===== src/rtl/dtw_accel_s00_axis_rx.sv =====
// AXI4-Stream slave receiving DTW sample words into a circular FIFO with
// per-word last flags, popped by the DTW core; checks fixed-length packet framing.
module dtw_accel_s00_axis_rx #(
  parameter int C_S_AXIS_TDATA_WIDTH = 32,
  parameter int FIFO_DEPTH           = 16,
  parameter int PKT_WORDS            = 8
) (
  input  logic                                S_AXIS_ACLK,
  input  logic                                S_AXIS_ARESET,
  input  logic [C_S_AXIS_TDATA_WIDTH-1:0]     S_AXIS_TDATA,
  input  logic [(C_S_AXIS_TDATA_WIDTH/8)-1:0] S_AXIS_TSTRB,
  input  logic                                S_AXIS_TLAST,
  input  logic                                S_AXIS_TVALID,
  output logic                                S_AXIS_TREADY,
  input  logic                                dtw_fifo_rden,
  output logic [C_S_AXIS_TDATA_WIDTH-1:0]     dtw_fifo_dout,
  output logic                                dtw_fifo_dout_last,
  output logic                                dtw_fifo_empty,
  output logic [$clog2(FIFO_DEPTH):0]         dtw_fifo_count,
  output logic                                pkt_done,
  output logic                                pkt_err,
  input  logic                                err_clr
);

  localparam int ADDR_W = $clog2(FIFO_DEPTH);
  localparam int CNT_W  = ADDR_W + 1;
  localparam int BCNT_W = (PKT_WORDS > 1) ? $clog2(PKT_WORDS) : 1;
  localparam int DW     = C_S_AXIS_TDATA_WIDTH;
  localparam logic [CNT_W-1:0]  DEPTH_C     = CNT_W'(FIFO_DEPTH);
  localparam logic [BCNT_W-1:0] LAST_BEAT_C = BCNT_W'(PKT_WORDS - 1);

  typedef enum logic [0:0] {
    ST_IDLE = 1'b0,
    ST_RECV = 1'b1
  } state_t;

  logic [DW:0]        mem_r [FIFO_DEPTH];
  logic [ADDR_W-1:0]  wr_ptr_r;
  logic [ADDR_W-1:0]  rd_ptr_r;
  logic [CNT_W-1:0]   count_r;
  logic [BCNT_W-1:0]  beat_cnt_r;
  state_t             state_r;
  logic               tready_r;
  logic [DW-1:0]      dout_r;
  logic               dout_last_r;
  logic               empty_r;
  logic               pkt_done_r;
  logic               pkt_err_r;

  logic               accept_s;
  logic               pop_s;
  logic               at_last_beat_s;
  logic               boundary_s;
  logic               frame_err_s;
  logic [CNT_W-1:0]   count_next_s;
  logic               unused_tstrb_s;

  // TSTRB is accepted but every byte is treated as data.
  assign unused_tstrb_s = ^S_AXIS_TSTRB;

  // Handshake, framing decode and next-state occupancy.
  always_comb begin
    accept_s       = S_AXIS_TVALID && tready_r;
    pop_s          = dtw_fifo_rden && !empty_r;
    at_last_beat_s = (beat_cnt_r == LAST_BEAT_C);
    boundary_s     = S_AXIS_TLAST || at_last_beat_s;
    frame_err_s    = accept_s && (S_AXIS_TLAST != at_last_beat_s);
    count_next_s   = count_r;
    case ({accept_s, pop_s})
      2'b10:   count_next_s = count_r + CNT_W'(1);
      2'b01:   count_next_s = count_r - CNT_W'(1);
      default: count_next_s = count_r;
    endcase
  end

  // FIFO storage; contents need no reset.
  always_ff @(posedge S_AXIS_ACLK) begin
    if (accept_s) begin
      mem_r[wr_ptr_r] <= {boundary_s, S_AXIS_TDATA};
    end
  end

  // Pointers, occupancy, ready and registered read port.
  always_ff @(posedge S_AXIS_ACLK) begin
    if (S_AXIS_ARESET) begin
      wr_ptr_r    <= '0;
      rd_ptr_r    <= '0;
      count_r     <= '0;
      tready_r    <= 1'b0;
      empty_r     <= 1'b1;
      dout_r      <= '0;
      dout_last_r <= 1'b0;
    end else begin
      count_r  <= count_next_s;
      empty_r  <= (count_next_s == CNT_W'(0));
      // Ready looks at next-state count so it drops the cycle the FIFO fills.
      tready_r <= (count_next_s < DEPTH_C);
      if (accept_s) begin
        wr_ptr_r <= wr_ptr_r + ADDR_W'(1);
      end
      if (pop_s) begin
        rd_ptr_r    <= rd_ptr_r + ADDR_W'(1);
        dout_r      <= mem_r[rd_ptr_r][DW-1:0];
        dout_last_r <= mem_r[rd_ptr_r][DW];
      end
    end
  end

  // Packet framing state machine with done pulse and sticky error.
  always_ff @(posedge S_AXIS_ACLK) begin
    if (S_AXIS_ARESET) begin
      state_r    <= ST_IDLE;
      beat_cnt_r <= '0;
      pkt_done_r <= 1'b0;
      pkt_err_r  <= 1'b0;
    end else begin
      pkt_done_r <= accept_s && boundary_s;
      if (frame_err_s) begin
        pkt_err_r <= 1'b1;
      end else if (err_clr) begin
        pkt_err_r <= 1'b0;
      end
      case (state_r)
        ST_IDLE: begin
          if (accept_s && !boundary_s) begin
            beat_cnt_r <= BCNT_W'(1);
            state_r    <= ST_RECV;
          end else begin
            beat_cnt_r <= '0;
            state_r    <= ST_IDLE;
          end
        end
        ST_RECV: begin
          if (accept_s) begin
            if (boundary_s) begin
              beat_cnt_r <= '0;
              state_r    <= ST_IDLE;
            end else begin
              beat_cnt_r <= beat_cnt_r + BCNT_W'(1);
              state_r    <= ST_RECV;
            end
          end
        end
        default: begin
          beat_cnt_r <= '0;
          state_r    <= ST_IDLE;
        end
      endcase
    end
  end

  assign S_AXIS_TREADY      = tready_r;
  assign dtw_fifo_dout      = dout_r;
  assign dtw_fifo_dout_last = dout_last_r;
  assign dtw_fifo_empty     = empty_r;
  assign dtw_fifo_count     = count_r;
  assign pkt_done           = pkt_done_r;
  assign pkt_err            = pkt_err_r;

endmodule


===== config.mk =====
export PLATFORM = sky130hd
export DESIGN_NAME = dtw_accel_s00_axis_rx
export DESIGN_NICKNAME = d
export VERILOG_FILES = /design/src/rtl/dtw_accel_s00_axis_rx.sv
export SDC_FILE = /design/constraint.sdc
export NUM_CORES = 1
export LEC_CHECK = 0
export ABC_AREA = 1
export CORE_UTILIZATION = 40
export CTS_CLUSTER_SIZE = 30
export DETAILED_ROUTE_END_ITERATION = 8
export GPL_TIMING_DRIVEN = 1
export PLACE_DENSITY_LB_ADDON = 0.2
export SKIP_LAST_GASP = 1
export SLEW_MARGIN = 0
export SYNTH_ARGS = -nofsm -noshare
export SYNTH_HDL_FRONTEND = slang
export SYNTH_SLANG_ARGS = --single-unit

===== constraint.sdc =====
create_clock -name S_AXIS_ACLK -period 4 [get_ports S_AXIS_ACLK]
set_input_delay 1 -clock S_AXIS_ACLK [delete_from_list [all_inputs] [get_ports S_AXIS_ACLK]]
set_output_delay 1 -clock S_AXIS_ACLK [all_outputs]
set_load 0.02 [all_outputs]

==> results of run 1 <==
## synth_stat cells
library cell and count:
o31ai_1 1, edfxtp_1 528, nand3_1 83, buf_12 1, inv_6 1, o21ai_0 282
buf_1 6, or2_2 1, o22ai_1 34, buf_2 39, clkbuf_1 55, inv_1 62
xor2_1 2, buf_4 8, clkbuf_2 3, buf_6 9, nand2_1 73, o221ai_1 98
clkinv_1 1, o21ai_1 8, inv_2 1, nor3_1 3, a21oi_1 11, nor2_1 377
ha_1 10, dfxtp_1 54, buf_8 1, o211ai_1 17
## critical path, stage by stage
cell and delay, ns:
clkdlybuf4s50_1 0.46, nand2_1 0.31, inv_1 0.32, nand2_1 0.29, nor2_4 0.40, buf_4 0.31
## cell families after synthesis
logic type | count (synthesis)
and+or+nand+nor | 537
AOI/OAI and AO/OA | 451
DFF | 582
adders and majority gates | 10
xor gates and xnor gates | 2
buffers and inverters | 187
## flip-flops by register name, summed over array words and instances (netlist names), named ones only
| register | flops |
|---|---|
| S_AXIS_TREADY | 1 |
| beat_cnt_r | 3 |
| dtw_fifo_count | 5 |
| dtw_fifo_dout | 32 |
| dtw_fifo_dout_last | 1 |
| dtw_fifo_empty | 1 |
| mem_r | 528 |
| pkt_done | 1 |
| pkt_err | 1 |
| rd_ptr_r | 4 |
| wr_ptr_r | 4 |
## area by class of cell
type | count | area share [%]
Sequential cell | 582 | 63.9
Multi-Input combinational cell | 1000 | 19.3
Clock buffer | 91 | 6.49
Timing Repair Buffer | 122 | 4.84
Tap cell | 756 | 3.57
Clock inverter | 23 | 0.953
Inverter | 65 | 0.944
Antenna cell | 1 | 0.00944
## power groups by stage
stage          combinational, mW  clock (mW)  sequential (mW)
6_report                    2.68        5.58             6.96
5_1_grt                     2.98        5.90             6.98
4_1_cts                     2.70        5.69             6.97
3_5_place_dp                2.70           0             7.09
3_3_place_gp                2.66           0             7.09
2_1_floorplan               1.64           0             7.21
## metrics by stage
| stage | cell area [um^2] | worst slack [ns] |
|---|---|---|
| floorplan | 22800 | 0.640 |
| global placement | 24500 | 0.587 |
| detailed placement | 24500 | 0.567 |
| CTS | 26500 | 1.23 |
| global route | 26500 | 1.01 |
| finish | 26500 | 1.21 |
## cells in the final DEF (no fill, tap or decap), types with 3 or more instances in the layout
master	Yosys	routed
clkbuf_8	0	8
nor2_1	377	360
clkinv_1	1	6
buf_4	8	29
ha_1	10	10
inv_6	1	3
o221ai_1	98	98
nand2_1	73	73
buf_12	1	14
o21ai_1	8	8
bufinv_16	0	5
nor3_1	3	3
o211ai_1	17	17
clkdlybuf4s50_1	0	78
edfxtp_1	528	528
o21ai_0	282	282
clkbuf_1	55	22
dfxtp_1	54	50
clkinv_2	0	8
nand3_1	83	83
inv_1	62	61
o22ai_1	34	34
clkinvlp_4	0	3
nor2_4	0	17
a21oi_1	11	11
clkbuf_16	0	61
## final timing paths
| check | start | endpoint | cells after the start |
|---|---|---|---|
| setup / recovery | S_AXIS_TVALID | mem_r[13][26]$_DFFE_PP_ | 6 |
| hold / removal | pkt_err$_SDFFE_PP0P_ | pkt_err$_SDFFE_PP0P_ | 2 |
| setup reg to reg | S_AXIS_TREADY$_SDFF_PP0_ | mem_r[13][26]$_DFFE_PP_ | 5 |
| hold reg to reg | pkt_err$_SDFFE_PP0P_ | pkt_err$_SDFFE_PP0P_ | 2 |
## layer usage
layer  share of wire, %  GRT usage, %
met4                2.2          5.58
met3                4.3          3.23
met2                 49          33.8
met5                  0             0
met1                 44          26.4
==> reports/metrics.yaml, run 1 <==
min_path:
  hp-class: "reg -> reg"
setup_path:
  path_class: "in -> reg"
  r2r_slack_ns: 1.73
  worst_setup_path_start_kind: "input pin"
  cp.required_ns: 4.31
  path_max_fanout: 14
  critical_path_arrival_ns: 3.10
  endpoint_kind: "flop"
timing:
  fin_hold_ws_ns: 0.462
  hold_violations: 0
  drv_slew: 0
  finalSetupViolCount: 0
  rsz0062_at_grt: "false"
  min_period_over_period_pct: 69.9
  worst_slew_pin_slew_ns: 1.09
  fin_setup_tns_ns: 0
  slew_headroom_pct: 27.3
  fin_crit_ns: 2.79
  max_freq_mhz: 358
  worst_clock_skew_ns: 0.0119
drt:
  drt_pre_antenna_iters: 7
  avgRoutedWirePerCell_um: 21.8
  ant_nets: 0
  route.vias.total: 14300
  drt_drc_violations_left: 0
  drt_iter0_drc: 1145
  viasPerCell: 5.40
  drt-total-wl_mm: 57.4
grt:
  grt_max_degree: 189
  grt_usage_pct: 19.9
  antenna_found_initial: 1
  grt_pass1_wl_mm: 86.5
  grt_pass1_vias: 14000
  overflow: 0
power:
  p_comb_share_pct: 17.6
  power_mw: 15.2
  pwr_density_cell_nw_per_um2: 574
  internal_power_mw: 11.0
  p_sw_mw: 4.22
  pwr-share-clk_pct: 36.7
  swShare_pct: 27.7
  p_seq_share_pct: 45.7
  p_leak_nw: 8.77
  ir_worst_vdd_mv: 0.361
yosys:
  ys_types: 28
  netlist_area_um2: 22800
  yosysWarnings: 0
  synth_top_area_cell: "edfxtp_1"
  synth_nets: 1821
  synthCells: 1769
  ys_seq_area_share_pct: 74.3
  synth.avg_cell_area_um2: 12.9
  yosys.area_share.adder_pct: 0.549
  synthTopCellsByArea: "edfxtp_1, nor2_1, o21ai_0"
  synth.area.mux_share_pct: 0
  synth_compound_area_share_pct: 11.9
  synth_top_area_share_pct: 69.5
  synth_top_family_by_area: "compound AO/OA/AOI/OAI gates"
  ys_seq_elements: 582
  yosys.area_share.simple_pct: 9.32
  synth_xor_area_share_pct: 0.0768
clock_network:
  clockBufferDepth: 3
  post-cts-setup-buffer-count: 0
  cts_resized: 0
  cts_hold_buf: 0
  cts_made_buffers: 60
  clk_pin_slew_ns: 0.06
  cts_root_buffer: "clkbuf_16"
  numClockSinks: 582
  insertion_delay_ns: 0.62
  htree_num_levels: 2
  cts_tree: "yes"
place:
  io_buffers: 79
  hpwl_mm: 29.7
  placedCellCount: 2525
  routabilityCongestion: 0.823
layout:
  area_growth_pct: 16.3
  layout.area.seq_um2: 16900
  nNetsFinal: 1883
  fin_util_pct: 47.0
  drive_gt1_share_pct: 8.28
  n_fill_cell: 5064
  final_cells: 2640
  multi_input_area_um2: 5110
floorplan:
  core-area_um2: 56400
  fp.dieH_um: 241
  dieWidth_um: 241
  io_pins: 84
  die-area_um2: 58000
  start_util_pct: 40.4
  std_cell_rows: 87
run:
  cap_violations: 0
status:
  status: "completed"
No activity file was read; power rests on OpenSTA's default activity.
==> run 2, diff against run 1 <==
==> constraint.sdc (replaced) <==
create_clock -name S_AXIS_ACLK -period 2.93 [get_ports S_AXIS_ACLK]
set_input_delay 0.7325 -clock S_AXIS_ACLK [delete_from_list [all_inputs] [get_ports S_AXIS_ACLK]]
set_output_delay 0.7325 -clock S_AXIS_ACLK [all_outputs]
set_load 0.02 [all_outputs]
==> reports/metrics.yaml, run 2 (same netlist as run 1, synthesis figures left out) <==
status:
  status: "completed"
timing:
  finalSetupViolCount: 0  # unchanged
  worst_clock_skew_ns: 0.0197  # +0.00772 ns
  slew_headroom_pct: 54.6  # +27 points
  drv_slew: 0  # unchanged
  fin_crit_ns: 2.40
  rsz0062_at_grt: "false"
  min_period_over_period_pct: 81.8
  worst_slew_pin_slew_ns: 0.681  # -0.409 ns
  hold_violations: 0  # unchanged
  fin_setup_tns_ns: 0  # unchanged
  max_freq_mhz: 417
layout:
  drive_gt1_share_pct: 9.17  # +0.89 points
  n_fill_cell: 5032  # -0.63%
  num_antenna_cells: 0  # -1
  largest_reg_flops: 528  # unchanged
  area_growth_pct: 17.4
  final_cell_mix: "edfxtp_1, nor2_1, o21ai_0, o221ai_1, nand3_1"
  regMostFlops: "mem_r"
  final_cells: 2653  # +0.49%
  fin_util_pct: 47.5  # +0.47 points
  finalInstanceArea_um2: 26800  # +0.99%
  final_common_cell: "edfxtp_1"
  nNetsFinal: 1900  # +0.90%
clock_network:
  insertion_delay_ns: 0.61  # about the same
  cts_root_buffer: "clkbuf_16"
  post-cts-setup-buffer-count: 0  # unchanged
  cts_made_buffers: 59  # -1.7%
  cts_resized: 0  # unchanged
  htree_num_levels: 2  # unchanged
  clk_pin_slew_ns: 0.06  # about the same
  cts_hold_buf: 0  # unchanged
  cts_tree: "yes"
  clockBufferDepth: 3  # unchanged
  numClockSinks: 582  # unchanged
place:
  io_buffers: 79  # unchanged
  place_area_um2: 24900  # +1.4%
  placedCellCount: 2543  # +0.71%
  hpwl_mm: 29.9  # +0.94%
  routabilityCongestion: 0.786  # -4.6%
drt:
  drt-total-wl_mm: 57.2  # -0.41%
  drt_drc_violations_left: 0  # unchanged
  viasPerCell: 5.41  # +0.19%
  avgRoutedWirePerCell_um: 21.6  # -0.89%
  drt_iter0_drc: 1344  # +17%
  drt_pre_antenna_iters: 7  # unchanged
  ant_nets: 0  # unchanged
  route.vias.total: 14400  # +0.69%
grt:
  grt_pass1_vias: 14200  # +1.5%
  grt_pass1_wl_mm: 86.5  # about the same
  grt_max_degree: 113  # -40%
  antenna_found_initial: 0  # -1
  grt_usage_pct: 20.0  # +0.073 points
  overflow: 0  # unchanged
min_path:
  hp-class: "reg -> reg"
setup_path:
  critical_path_arrival_ns: 1.66  # -1.44 ns
  crit_chain: "clkdlybuf4s50_1"
  worst_setup_path_start_kind: "flop"
  slowest_delay_ns: 0.64  # +0.18 ns
  path_max_fanout: 5  # -9
  worstPathBufferInverterCount: 1  # -2
  cpLargestDelayFamily: "buffers and inverters"
  endpoint_kind: "primary output"
  cp.required_ns: 2.20  # -2.11 ns
  crit_path_top_delay_cell: "clkdlybuf4s50_1"
  path_class: "reg -> out"
floorplan:
  io_pins: 84  # unchanged
  start_util_pct: 40.4  # unchanged
  dieWidth_um: 241  # unchanged
  core-area_um2: 56400  # unchanged
  std_cell_rows: 87  # unchanged
  fp.dieH_um: 241  # unchanged
  die-area_um2: 58000  # unchanged
power:
  ir_worst_vdd_mv: 0.546  # +51%
  p_leak_nw: 8.90  # +1.5%
  power_mw: 20.5  # +35%
  pwr_density_cell_nw_per_um2: 767  # +34%
run:
  cap_violations: 0  # unchanged
-- run 2: cell count changes in the layout (fill, tap and decap cells not counted), sizes merged --
cell	previous run	this run
bufinv	5	3
clkinvlp	3	1
clkinv	15	24
buf	44	62
clkbuf	91	84
inv	65	63
diode	1	0
-- run 2: per-stage QoR --
stage | setup slack [ns] | hold WS (ns)
floorplan | -0.163 | 0.447
global placement | 0.195 | 0.443
detailed placement | 0.164 | 0.446
CTS | 0.492 | 0.458
global route | 0.472 | 0.474
finish | 0.534 | 0.451
-- run 2: power breakdown --
group          switching (mW)  total [mW]  leakage [nW]  internal, mW
Sequential              0.182        9.54          5.20          9.36
Clock                    3.08        7.32         0.934          4.24
Combinational            2.41        3.67          2.77          1.26
Total                    5.66        20.5          8.90          14.9
-- run 2: layout make-up --
class,count,area [um^2],area share [%]
Clock buffer,84,1680,6.29
Clock inverter,26,206,0.771
Inverter,65,250,0.935
Multi-Input combinational cell,1000,5110,19.1
Sequential cell,582,16900,63.3
Tap cell,756,946,3.53
Timing Repair Buffer,140,1630,6.09
-- run 2: path summary, 6_finish.rpt --
| check | start | to | slack (ns) | cells after the start |
|---|---|---|---|---|
| worst min-delay path | pkt_err$_SDFFE_PP0P_ | pkt_err$_SDFFE_PP0P_ | 0.45 | 2 |
| worst max register to register | rd_ptr_r[0]$_SDFFE_PP0N_ | dtw_fifo_dout[15]$_SDFFE_PP0N_ | 0.78 | 7 |
| worst min register to register | pkt_err$_SDFFE_PP0P_ | pkt_err$_SDFFE_PP0P_ | 0.45 | 2 |
| worst max-delay path | dtw_fifo_count[0]$_SDFF_PP0_ | dtw_fifo_count[0] | 0.53 | 1 |
-- run 2: per-layer routing --
| layer | vias to the layer above | track usage, % | share of wire, % |
|---|---|---|---|
| li1 | 6689 | - | - |
| met1 | 7155 | 27.3 | 45 |
| met2 | 408 | 32.9 | 48 |
| met3 | 102 | 2.81 | 5.1 |
| met4 | 0 | 6.56 | 2.3 |
| met5 | - | 0 | 0 |
==> run 3, diff against run 2 <==
==> constraint.sdc (replaced) <==
create_clock -name S_AXIS_ACLK -period 2.3 [get_ports S_AXIS_ACLK]
set_input_delay 0.575 -clock S_AXIS_ACLK [delete_from_list [all_inputs] [get_ports S_AXIS_ACLK]]
set_output_delay 0.575 -clock S_AXIS_ACLK [all_outputs]
set_load 0.02 [all_outputs]
==> reports/metrics.yaml, run 3 (same netlist as run 1, synthesis figures left out) <==
timing:
  fin_hold_ws_ns: 0.420  # -0.0313 ns
  drv_slew: 0  # unchanged
  max_freq_mhz: 447
  rsz0062_at_grt: "false"
  fin_crit_ns: 2.23
  hold_violations: 0  # unchanged
  worst_clock_skew_ns: 0.0239  # +0.00423 ns
  finalSetupViolCount: 0  # unchanged
  worst_slew_pin_slew_ns: 0.735  # +0.0545 ns
  slew_headroom_pct: 51.0  # -3.6 points
  min_period_over_period_pct: 97.2
layout:
  regMostFlops: "mem_r"
  layout.area.seq_um2: 16900  # unchanged
  largest_reg_flops: 528  # unchanged
  n_fill_cell: 4977  # -1.1%
  final_cell_mix: "edfxtp_1, nor2_1, o21ai_0, o221ai_1, nand3_1"
  final_common_cell: "edfxtp_1"
  finalInstanceArea_um2: 27300  # +1.9%
  area_growth_pct: 19.7
  fin_util_pct: 48.4  # +0.91 points
  drive_gt1_share_pct: 10.9  # +1.7 points
  nNetsFinal: 1934  # +1.8%
  multi_input_area_um2: 5110  # unchanged
  final_cells: 2690  # +1.4%
floorplan:
  io_pins: 84  # unchanged
  core-area_um2: 56400  # unchanged
  std_cell_rows: 87  # unchanged
  die-area_um2: 58000  # unchanged
  fp.dieH_um: 241  # unchanged
  start_util_pct: 40.4  # unchanged
  dieWidth_um: 241  # unchanged
setup_path:
  slowest_delay_ns: 0.64  # about the same
  path_max_fanout: 2  # -3
  critical_path_arrival_ns: 1.66  # about the same
  worstPathBufferInverterCount: 1  # unchanged
  cpLargestDelayFamily: "buffers and inverters"
  path_class: "reg -> out"
  endpoint_kind: "primary output"
  worst_setup_path_start_kind: "flop"
  crit_path_top_delay_cell: "clkdlybuf4s50_1"
  cp.required_ns: 1.73  # -0.47 ns
  crit_chain: "clkdlybuf4s50_1"
clock_network:
  cts_made_buffers: 60  # +1.7%
  clk_pin_slew_ns: 0.06  # about the same
  clockBufferDepth: 3  # unchanged
  cts_root_buffer: "clkbuf_16"
  cts_hold_buf: 0  # unchanged
  htree_num_levels: 2  # unchanged
  numClockSinks: 582  # unchanged
  insertion_delay_ns: 0.63  # +0.02 ns
  cts_tree: "yes"
drt:
  avgRoutedWirePerCell_um: 21.6  # about the same
  route.vias.total: 14600  # +1.4%
  drt-total-wl_mm: 58.0  # +1.4%
  viasPerCell: 5.41  # about the same
  drt_iter0_drc: 1110  # -17%
  drt_drc_violations_left: 4  # +4
  ant_nets: 0  # unchanged
  drt_pre_antenna_iters: 7  # unchanged
grt:
  grt_pass1_wl_mm: 88.1  # +1.9%
  overflow: 0  # unchanged
  grt_pass1_vias: 14300  # +0.69%
  antenna_found_initial: 1  # +1
  grt_usage_pct: 20.3  # +0.31 points
  grt_max_degree: 135  # +19%
power:
  pwr_density_cell_nw_per_um2: 983  # +28%
  ir_worst_vdd_mv: 0.599  # +9.7%
  p_leak_nw: 9.22  # +3.5%
status:
  violations: "DRC"
  status: "finished with violations"
place:
  place_area_um2: 25300  # +1.5%
  placedCellCount: 2576  # +1.3%
  hpwl_mm: 32.6  # +8.7%
  routabilityCongestion: 0.850  # +8.2%
  io_buffers: 79  # unchanged
min_path:
  hp-class: "in -> reg"
run:
  cap_violations: 0  # unchanged
[run 3: cell count changes in the layout (fill, tap and decap cells not counted), moves of 2 or more]
cell             delta
buf_4              +22
clkbuf_8            +3
dlymetal6s2s_1      +3
clkinv_2            -4
buf_12             +11
clkinv_1            -2
inv_6               +2
bufinv_16           +3
dlygate4sd2_1       +2
clkdlybuf4s50_1     -5
[run 3: per-layer routing]
metal | up-vias | track usage, % | part of all wire [%]
met5 | - | 0 | 0
met4 | 0 | 4.78 | 1.6
li1 | 6775 | - | -
met2 | 376 | 35.2 | 50
met3 | 82 | 3.24 | 5.1
met1 | 7327 | 26.7 | 44
[run 3: what timing repair did]
action / 4_1_cts / 5_1_grt
gates resized for setup: 2 / 3
endpoints found under the hold margin: 0 / 0
setup endpoints to repair: 2 / 3
buffers inserted: 0 / 0
[run 3: path summary, 6_finish.rpt]
path,from,endpoint,slack [ns],depth (start not counted)
hold reg to reg,pkt_err$_SDFFE_PP0P_,pkt_err$_SDFFE_PP0P_,0.45,2
setup reg to reg,rd_ptr_r[1]$_SDFFE_PP0N_,dtw_fifo_dout[23]$_SDFFE_PP0N_,0.30,7
setup / recovery,dtw_fifo_dout[27]$_SDFFE_PP0N_,dtw_fifo_dout[27],0.07,1
hold / removal,S_AXIS_ARESET,dtw_fifo_dout[26]$_SDFFE_PP0N_,0.42,4
[run 3: cell type report]
class	count	area share (%)
Antenna cell	1	0.00917
Clock buffer	88	6.33
Clock inverter	25	1.04
Inverter	65	0.917
Multi-Input combinational cell	1000	18.7
Sequential cell	582	62.1
Tap cell	756	3.47
Timing Repair Buffer	173	7.41
[run 3: worst register-to-register path, cell delays in order, from the launching register on]
cell      delay (ns)
dfxtp_4         0.36
buf_12          0.46
o21ai_0         0.38
o221ai_1        0.30
nand3_1         0.19
o211ai_1        0.15
nand2_1         0.07
inv_1           0.05
[run 3: through the flow]
step | TNS [ns] | setup slack, ns | power [mW]
2_1_floorplan | -53.99 | -0.136 | 15.4
5_1_grt | 0 | 0.0117 | 28.0
4_1_cts | 0 | 0.00414 | 27.1
3_3_place_gp | -40.17 | -0.183 | 17.2
3_5_place_dp | -39.47 | -0.150 | 17.3
6_report | 0 | 0.0650 | 26.8
[run 3: power by group]
group	switching (mW)	internal, mW
combinational	3.15	1.74
clock	3.96	5.86
sequential	0.213	11.9
